==> src/rtl/pipe_adder_pkg.sv <==
// Shared definitions for the pipelined add/subtract unit.
package pipe_adder_pkg;

  // Encoding of the sub input.
  localparam logic ADD = 1'b0;
  localparam logic SUB = 1'b1;

  // Bits handled by each pipeline stage.
  function automatic int unsigned chunk_width(input int unsigned width,
                                              input int unsigned stages);
    return width / stages;
  endfunction

endpackage

==> src/rtl/adder_chunk.sv <==
// Combinational CW-bit adder slice with carry in/out; one per pipeline stage.
module adder_chunk
  import pipe_adder_pkg::*;
#(
  parameter int unsigned CW = 4
) (
  input  logic [CW-1:0] A,
  input  logic [CW-1:0] B,
  input  logic          cin,
  output logic [CW-1:0] sum,
  output logic          co
);

  logic [CW:0] total;

  // CW+1-bit add; the top bit is the chunk carry.
  always_comb begin
    total     = {1'b0, A} + {1'b0, B} + {{CW{1'b0}}, cin};
    {co, sum} = total;
  end

endmodule

==> src/rtl/pipe_adder.sv <==
// Pipelined add/subtract: one CW-bit chunk per stage, carry registered
// between stages, operands skewed forward and partial sums de-skewed so
// every chunk of an operation leaves the pipe on the same cycle.
module pipe_adder
  import pipe_adder_pkg::*;
#(
  parameter int unsigned WIDTH  = 16,
  parameter int unsigned STAGES = 4
) (
  input  logic             clk,
  input  logic             rst,
  input  logic             in_vld,
  input  logic             sub,
  input  logic [WIDTH-1:0] A,
  input  logic [WIDTH-1:0] B,
  input  logic             cin,
  input  logic             stall,
  output logic [WIDTH-1:0] sum,
  output logic             co,
  output logic             ovfl,
  output logic             out_vld
);

  localparam int unsigned CW = chunk_width(WIDTH, STAGES);

  if (STAGES < 1 || STAGES > WIDTH || (WIDTH % STAGES) != 0) begin : g_bad_cfg
    $error("pipe_adder: WIDTH (%0d) must be a multiple of STAGES (%0d), 1 <= STAGES <= WIDTH",
           WIDTH, STAGES);
  end

  logic [WIDTH-1:0] beff;
  logic             c0;

  // Subtract is A + ~B + 1; carry-in only matters when adding.
  always_comb begin
    beff = (sub == ADD) ? B : ~B;
    c0   = (sub == SUB) ? 1'b1 : cin;
  end

  for (genvar k = 0; k < STAGES; k++) begin : g_stage
    logic [WIDTH-1:0] a_d, b_d, s_d;
    logic             c_d, v_d;
    logic [WIDTH-1:0] a_q, b_q, s_q;
    logic             c_q, v_q;
    logic [WIDTH-1:0] s_next;
    logic [CW-1:0]    part;
    logic             carry;

    if (k == 0) begin : g_head
      // First stage works straight from the ports.
      always_comb begin
        a_d = A;
        b_d = beff;
        s_d = '0;
        c_d = c0;
        v_d = in_vld;
      end
    end else begin : g_body
      // Later stages take the previous level's skewed operands and carry.
      always_comb begin
        a_d = g_stage[k-1].a_q;
        b_d = g_stage[k-1].b_q;
        s_d = g_stage[k-1].s_q;
        c_d = g_stage[k-1].c_q;
        v_d = g_stage[k-1].v_q;
      end
    end

    adder_chunk #(.CW(CW)) u_chunk (
      .A   (a_d[k*CW +: CW]),
      .B   (b_d[k*CW +: CW]),
      .cin (c_d),
      .sum (part),
      .co  (carry)
    );

    // Drop this stage's chunk into the travelling partial sum.
    always_comb begin
      s_next               = s_d;
      s_next[k*CW +: CW]   = part;
    end

    // Stage register: operands, partial sum, carry and valid move together.
    always_ff @(posedge clk or posedge rst) begin
      if (rst) begin
        a_q <= '0;
        b_q <= '0;
        s_q <= '0;
        c_q <= 1'b0;
        v_q <= 1'b0;
      end else if (!stall) begin
        a_q <= a_d;
        b_q <= b_d;
        s_q <= s_next;
        c_q <= carry;
        v_q <= v_d;
      end
    end
  end

  logic [WIDTH-1:0] a_last, b_last;

  // Outputs come from the last register level; ovfl uses the delayed MSBs.
  always_comb begin
    a_last  = g_stage[STAGES-1].a_q;
    b_last  = g_stage[STAGES-1].b_q;
    sum     = g_stage[STAGES-1].s_q;
    co      = g_stage[STAGES-1].c_q;
    out_vld = g_stage[STAGES-1].v_q;
    ovfl    = (a_last[WIDTH-1] == b_last[WIDTH-1]) &&
              (sum[WIDTH-1] != a_last[WIDTH-1]);
  end

  // Only the operand MSBs are needed past the last chunk adder.
  if (WIDTH > 1) begin : g_low_sink
    logic unused_skew_low;
    assign unused_skew_low = ^{a_last[WIDTH-2:0], b_last[WIDTH-2:0]};
  end

endmodule
==> config.mk <==
export PLATFORM = sky130hd
export DESIGN_NAME = pipe_adder
export DESIGN_NICKNAME = d
export VERILOG_FILES = /design/src/rtl/pipe_adder_pkg.sv /design/src/rtl/adder_chunk.sv /design/src/rtl/pipe_adder.sv
export SDC_FILE = /design/constraint.sdc
export NUM_CORES = 1
export LEC_CHECK = 0
export BUFFER_PORTS_ARGS = -buffer_cell sky130_fd_sc_hd__buf_2
export CORE_MARGIN = 5
export CORE_UTILIZATION = 46
export CTS_CLUSTER_SIZE = 25
export DETAILED_ROUTE_END_ITERATION = 8
export PLACE_DENSITY_LB_ADDON = 0.08
export SLEW_MARGIN = 10
export SYNTH_ARGS = -nofsm -noshare
export SYNTH_HDL_FRONTEND = slang
export SYNTH_SLANG_ARGS = --single-unit
==> constraint.sdc <==
create_clock -name clk -period 2.78 [get_ports clk]
set_input_delay 0.278 -clock clk [delete_from_list [all_inputs] [get_ports clk]]
set_output_delay 0.278 -clock clk [all_outputs]
set_load 0.02 [all_outputs]
# [Word-level counts from Yosys, hierarchy flattened]
# Index checks and enable logic that the tools add are counted.
[totals] n_memories=0 mem_bits_ro=0 register_bits=176 latchBits=0 out_inout_bits=19 ramBits=0
[op_classes] reduce_logical=1 magnitude_cmp=0 mul=0 shift=0 div=0 add_sub_neg=8 n_eq_ne=2 muxes=2 bitwise=1
[ops] operator="$add A4 B4 Y5" count=4
[ops] operator="$add A5 B1 Y5" count=4
[ops] operator="$mux W16" count=1
[ops] operator="$not A16 Y16" count=1
[ops] operator="$eq A1 B1 Y1" count=1
[ops] operator="$logic_and A1 B1 Y1" count=1
[ops] operator="$mux W1" count=1
[ops] operator="$ne A1 B1 Y1" count=1

# [Logic depth before layout (Yosys ltp)]
# Gate-level depths: netlist of the first run.
[depth] ltp_word=4 depth_mapped=9 ltp_nobuf=7

# [Cells and area by module]
# A second synthesis of the first run with hierarchy kept.
[hier_totals] hier_cells=307 hier_area_um2=4814.6
[modules_own_cells] mod="pipe_adder" cells_each=243 n_inst=1 seq_area_each_um2=2452.4 area_each_um2=4239.1
[modules_own_cells] mod="adder_chunk" cells_each=16 n_inst=4 seq_area_each_um2=0.0 area_each_um2=143.9

# [Worst setup path after synthesis of the first run]
# No wires, ideal clock.
[synth_path] path_kind="input to register" from="input port sub" to="register g_stage[0].c_q" path_stages=9 setup_ns=0.127 setup_slack_ns=0.732 arrival_ns=1.921 t_required_ns=2.653 path_cell_list="buf_2 buf_4 xnor2_1 fa_1 inv_1 fa_1 a21o_1 a211oi_1 a21oi_1"
[synth_between] elab_chain_cells=3 elab_cells_between_ends=4 classes_between="add/sub: 2; mux: 2"
[synth_rtl] item="from (decl)" line="pipe_adder.sv:13" source="input logic sub,"
[synth_rtl] item="$mux W16" line="pipe_adder.sv:36" source="beff = (sub == ADD) ? B : ~B;"
[synth_rtl] item="$add A4 B4 Y5" line="adder_chunk.sv:18" source="total = {1'b0, A} + {1'b0, B} + {{CW{1'b0}}, cin};"
[synth_rtl] item="$add A5 B1 Y5 (*)" line="adder_chunk.sv:18"
[synth_rtl] item="to (signal assigned)" line="pipe_adder.sv:95" source="c_q <= carry;"
[synth_rtl] item="to (decl)" line="pipe_adder.sv:44" source="logic c_q, v_q;"
# Every way passes the cells marked *; elsewhere a longest branch is shown, timed or not.
# A chain may end at the register's enable or synchronous reset.

# [Final worst setup path of the first run]
[layout_path] from="register g_stage[2].a_q[12]" to="register g_stage[3].c_q, in the netlist co"
[layout_between] elab_chain_cells=2
[layout_rtl] item="from (decl)" line="pipe_adder.sv:43" source="logic [WIDTH-1:0] a_q, b_q, s_q;"
[layout_rtl] item="from (signal assigned)" line="pipe_adder.sv:86" source="a_q <= '0;"
[layout_rtl] item="from (signal assigned)" line="pipe_adder.sv:92" source="a_q <= a_d;"
[layout_rtl] item="$add A4 B4 Y5" line="adder_chunk.sv:18"
[layout_rtl] item="$add A5 B1 Y5" line="adder_chunk.sv:18"
[layout_rtl] item="to (signal assigned)" line="pipe_adder.sv:95"
[layout_rtl] item="to (decl)" line="pipe_adder.sv:44"
# No other way between the ends.

==> flow_summary.yaml, run 1 <==
global_route:
  grt_overflow: 0
  grt_usage_pct: 13.56
  grt_pass1_wl_um: 12370
  first_global_vias: 2595
  grt_max_degree: 89
  antenna_found_initial: 0
drt:
  wire_per_inst_um: 13.81
  drc_errors: 0
  drt_iter0_markers: 77
  firstDrtPassIters: 4
  final_antenna_net_count: 0
  finalWirelength_um: 7235
  vias_per_cell: 4.779
  vias: 2504
power:
  seq_power_share_pct: 50.6
  switchingPower_mw: 1.189
  powerDensity_nw_per_um2: 781.5
  worst_ir_drop_vdd_uv: 278.3
  power_frac_comb_pct: 25.9
  switching_share_pct: 30.36
  p_leak_nw: 2.272
  total_power_mw: 3.915
  p_clk_share_pct: 23.5
  p_int_mw: 2.726
placement:
  hpwl_um: 5053
  dp_cells: 507
  gp_congestion: 0.7467
  io_buffers: 56
critical_path:
  ff2ff_setup_slack_ps: 820
  cp-end-kind: "flop"
  worst_setup_path_start_kind: "flop"
  critPathMaxFanout: 2
  path_class: "reg2reg"
  crit_arrival_ps: 2150
  critPathRequiredTime_ps: 2970
timing:
  relSlewSlack_pct: 40.36
  rsz0062_at_grt: "no"
  min_period_over_period_pct: 70.42
  setup_violations: 0
  finClkSkew_ps: 11.62
  hold_violations: 0
  final.min_clock_period_ps: 1958
  slew_violations: 0
  max_freq_mhz: 510.8
  tns_ps: 0
  tightest_slew_ps: 894.6
synth:
  synthCells: 331
  synthDistinctLibCells: 28
  synth_edf_count: 0
  syn_area_um2: 4388
  synthTopCellsByArea: "dfrtp_1 (56%), mux2_2 (17%), fa_1 (3.6%)"
  synth_top_area_cell: "dfrtp_1"
  yosysWarnings: 0
  synth_seq_cells: 98
  syn_area_per_cell_um2: 13.26
  synth_top_area_share_pct: 55.89
  syn-num-nets: 389
  synth.most_common_cell: "dfrtp_1"
  ys_seq_area_share_pct: 55.89
  synth_commonest_cells: "dfrtp_1 (98), mux2_2 (68), nand2_1 (22), o21ai_0 (22), xnor2_1 (15)"
  async_flop_share_pct: 100.0
  ys.flop_type: "dfrtp_1"
job:
  max_cap_viol_count: 0
cells_and_area:
  final_util_pct: 53.96
  stdcell_count: 524
  layout-drive-gt1-share_pct: 37.22
  nets: 448
  antenna-diode-count: 0
  ff_latch_area_um2: 2452
  nFillCells: 840
  syn2layout_area_growth_pct: 14.17
  multi_input_area_um2: 1778
cts:
  postCtsSetupRepairBufs: 0
  cts_tree: "yes"
  cts_resized: 0
  clockBufferDepth: 2
  clk_pin_slew_ps: 90
  root_buffer: "clkbuf_8"
  htreeDepth: 3
  cts-buffers-inserted: 9
  clk-insertion-delay-late_ps: 350
  cts.sinks: 98
worst_hold_path:
  hp-class: "in2reg"
die:
  rows: 35
  num_io_pins: 57
  die_x_um: 107.7
  die_area_um2: 11590
  coreArea_um2: 9284
  die_h_um: 107.7
  initial_core_util_pct: 47.26
status:
  status: "finished, final reports clean"
==> power groups by stage <==
stage,registers [mW],logic [mW],clock network (mW)
floorplan,2.10,0.620,0
global placement,2.01,1.01,0
detailed placement,2.02,1.03,0
CTS,1.99,1.04,0.950
global route,2.03,1.14,1.01
finish,1.98,1.02,0.919
==> worst paths after layout <==
path | from | endpoint | cells after the start
worst max register to register | g_stage[2].a_q[12] | co | 5
min in group asynchronous | rst | sum[2] | 3
worst min register to register | sum[14] | sum[14] | 2
max in group asynchronous | rst | g_stage[1].s_q[5] | 4
worst max-delay path | g_stage[2].a_q[12] | co | 5
worst min-delay path | A[14] | g_stage[0].a_q[14] | 2
==> per-layer routing <==
| metal | track usage (%) | share of wire [%] | up-vias |
|---|---|---|---|
| met2 | 19.36 | 43 | 45 |
| met3 | 2.939 | 4.2 | 11 |
| met1 | 20.06 | 51 | 1191 |
| met5 | 0 | 0 | - |
| li1 | - | - | 1257 |
| met4 | 5.410 | 1.5 | 0 |
==> cell usage in the layout (no fill, tap or decap), drive strengths merged, types with 3 or more instances in the layout <==
master | Yosys | routed
or4b | 3 | 3
a21oi | 8 | 8
buf | 15 | 64
a211oi | 4 | 4
nor4b | 3 | 3
xor2 | 5 | 5
clkbuf | 2 | 12
mux2i | 3 | 3
nor2 | 7 | 7
mux2 | 68 | 68
nand3 | 5 | 5
nor2b | 5 | 5
nor3b | 4 | 4
dfrtp | 98 | 98
fa | 8 | 8
inv | 14 | 13
ha | 12 | 12
nand2 | 22 | 22
xnor2 | 15 | 15
o21ai | 22 | 22
==> registers in the layout (all words and copies together), names as in the netlist <==
signal	cells
g_stage.b_q	24
g_stage.a_q	24
g_stage.c_q	3
g_stage.v_q	3
out_vld	1
sum	16
b_last	1
a_last	1
co	1
g_stage.s_q	24
==> worst max-delay path, cell delays in order (launching register included) <==
cell and delay (ps):
dfrtp_1 410, fa_1 480, fa_1 430, a21o_1 190, a211oi_1 230, a21oi_1 60
==> cells by family (layout without fill, tap and decap cells) <==
logic type | after synthesis | after routing | synth area share, %
muxes | 71 | 71 | 18.14
buffers and inverters | 31 | 95 | 3.593
AOI/OAI and AO/OA | 40 | 40 | 5.247
DFF | 98 | 98 | 55.89
xor gates and xnor gates | 20 | 20 | 3.992
and+or+nand+nor | 51 | 51 | 6.074
adders and majority gates | 20 | 20 | 7.071
==> area by class of cell <==
class | instances | share of cell area [%]
sequential | 98 | 48.95
multi-input combinational | 202 | 35.49
timing repair buffer | 65 | 7.293
tap | 129 | 3.222
clock buffer | 12 | 2.897
inverter | 14 | 1.124
clock inverter | 4 | 1.024
==> stage by stage <==
stage / instance area, um2 / hold WS (ps) / setup WS (ps)
2_1_floorplan: 4392 / 428.5 / 731.6
3_3_place_gp: 4803 / 332.2 / 719.8
3_5_place_dp: 4803 / 336.5 / 668.2
4_1_cts: 5010 / 132.4 / 814.2
5_1_grt: 5010 / 132.6 / 688.0
6_report: 5010 / 150.3 / 822.3
==> what timing repair did <==
item	in CTS	in global routing
endpoints found under the hold margin	19	0
hold buffers	1	0
endpoints found under the setup margin	0	0
Note: power is estimated with default switching activity, not from simulation.
==> run 2: changes to the inputs <==
==> constraint.sdc (replaced) <==
create_clock -name clk -period 1.8 [get_ports clk]
set_input_delay 0.18 -clock clk [delete_from_list [all_inputs] [get_ports clk]]
set_output_delay 0.18 -clock clk [all_outputs]
set_load 0.02 [all_outputs]
==> run 2 against run 1 <==
  * Global-route usage grew 0.55 points
  * Clock-buffer cell count shrank 2
  * Via count increased by 3.6%
  * Final area up 2.1%
  * Fmax grew 11%
  * Cell count up 2.1%
  * Clock power rose by 51%
  * Clock skew decreased by 5.8 ps
  * Sequential power grew 55%
  * Die area unchanged
  * Critical path depth stayed put
  * Critical endpoint unchanged
  * Largest power group unchanged
==> flow_summary.yaml, run 2 (synthesized netlist as in run 1, its figures left out) <==
timing:
  final.min_clock_period_ps: 1766
  min_period_over_period_pct: 98.12
  hold_violations: 0
  max_freq_mhz: 566.2
  setup_violations: 0
  relSlewSlack_pct: 59.83
  tightest_slew_ps: 602.5
  rsz0062_at_grt: "yes"
  finClkSkew_ps: 5.811
  slew_violations: 0
global_route:
  grt_max_degree: 58
  antenna_found_initial: 0
  first_global_vias: 2600
  grt_usage_pct: 14.11
  grt_overflow: 0
  grt_pass1_wl_um: 13020
power:
  powerDensity_nw_per_um2: 1190
  worst_ir_drop_vdd_uv: 446.6
  switchingPower_mw: 1.848
  p_clk_share_pct: 22.9
  seq_power_share_pct: 50.3
  power_frac_comb_pct: 26.8
  p_leak_nw: 2.330
  p_int_mw: 4.241
  switching_share_pct: 30.35
worst_hold_path:
  hp-class: "in2reg"
cells_and_area:
  largestRegisters: "g_stage.a_q: 24 flops, g_stage.b_q: 24 flops, g_stage.s_q: 24 flops"
  stdcell_count: 535
  layout-drive-gt1-share_pct: 40.89
  layout_commonest_cell: "dfrtp_1"
  syn2layout_area_growth_pct: 16.60
  mostFrequentLayoutCells: "dfrtp_1 (98), mux2_2 (68), buf_2 (55)"
  antenna-diode-count: 0
  final_cell_area_um2: 5116
  nets: 460
die:
  die_area_um2: 11590
  rows: 35
  initial_core_util_pct: 47.26
  die_h_um: 107.7
  coreArea_um2: 9284
  num_io_pins: 57
  die_x_um: 107.7
drt:
  firstDrtPassIters: 4
  drt_iter0_markers: 60
  vias: 2595
  finalWirelength_um: 7334
  final_antenna_net_count: 0
  drc_errors: 0
  vias_per_cell: 4.850
  wire_per_inst_um: 13.71
critical_path:
  crit_chain: "fa_2 -> fa_2 -> a21o_1 -> a211oi_2 -> a21oi_1"
  cp-end-kind: "flop"
  critPathRequiredTime_ps: 2010
  critPathMaxFanout: 2
  crit_arrival_ps: 1970
  crit_buf_inv: 0
  worst_setup_path_start_kind: "flop"
  crit_path_max_incr_delay_ps: 420
  path_class: "reg2reg"
  crit_slowest_cell: "dfrtp_1"
  path_common_cell: "fa_2"
  path_delay_family: "adder cells"
cts:
  cts_tree: "yes"
  clk_pin_slew_ps: 90
  cts-buffers-inserted: 9
  root_buffer: "clkbuf_8"
  clk-insertion-delay-late_ps: 350
  cts.sinks: 98
  clockBufferDepth: 2
  htreeDepth: 3
status:
  status: "finished, final reports clean"
placement:
  dpl_cell_area_um2: 4896
  gp_congestion: 0.7428
  hpwl_um: 5237
  dp_cells: 518
  io_buffers: 56
job:
  max_cap_viol_count: 0
==> run 2: stage by stage <==
stage	hold slack [ps]	total power, mW	utilization [%]	setup slack (ps)	setup TNS, ps
after global routing	29.58	6.534	55.11	-61.38	-61.38
after detailed placement	104.4	4.761	52.74	-103.2	-165.2
after global placement	103.8	4.696	52.74	-61.53	-79.79
final	54.23	6.088	55.11	33.89	0
after floorplan	330.5	4.213	-	-31.00	-31.00
after CTS	37.40	6.183	55.03	3.703	0
==> run 2: path summary, 6_finish.rpt <==
kind / start / to / slack, ps / depth (start not counted)
worst max-delay path: g_stage[2].c_q / co / 30 / 5
worst min-delay path: A[12] / g_stage[0].a_q[12] / 50 / 2
worst max register to register: g_stage[2].c_q / co / 30 / 5
worst min register to register: g_stage[2].s_q[10] / g_stage[2].s_q[10] / 490 / 2
max in group asynchronous: rst / g_stage[0].a_q[9] / 850 / 4
min in group asynchronous: rst / a_last[15] / 280 / 3
==> run 2: power by group through the flow <==
stage	Sequential [mW]	Combinational, mW	Clock, mW
global route	3.15	1.83	1.56
finish	3.06	1.63	1.39
floorplan	3.25	0.964	0
CTS	3.07	1.66	1.45
global placement	3.10	1.60	0
detailed placement	3.12	1.64	0
==> run 2: repair_timing <==
action	4_1_cts	5_1_grt
setup buffers	0	1
pin swaps	0	4
setup endpoints to repair	1	1
hold buffers	1	0
gates resized for setup	3	0
hold endpoints to repair	5	0
==> run 2: final cells by class <==
| cell class | count | area [um2] |
|---|---|---|
| clock buffers | 10 | 137.6 |
| clock inverters | 5 | 55.05 |
| fillers | 817 | 4168 |
| inverters | 14 | 56.30 |
| multi-input cells | 202 | 1798 |
| flip-flops and latches | 98 | 2452 |
| well taps | 129 | 161.4 |
| repair buffers | 77 | 455.4 |
==> run 2: routing by layer <==
| metal | part of all wire, % | global-route usage [%] | routed length [um] | vias to the layer above |
|---|---|---|---|---|
| met4 | 2.0 | 5.951 | 145 | 0 |
| met1 | 50 | 21.34 | 3702 | 1252 |
| li1 | - | - | - | 1283 |
| met5 | 0 | 0 | 0 | - |
| met3 | 4.1 | 3.179 | 302 | 12 |
| met2 | 43 | 19.32 | 3184 | 48 |
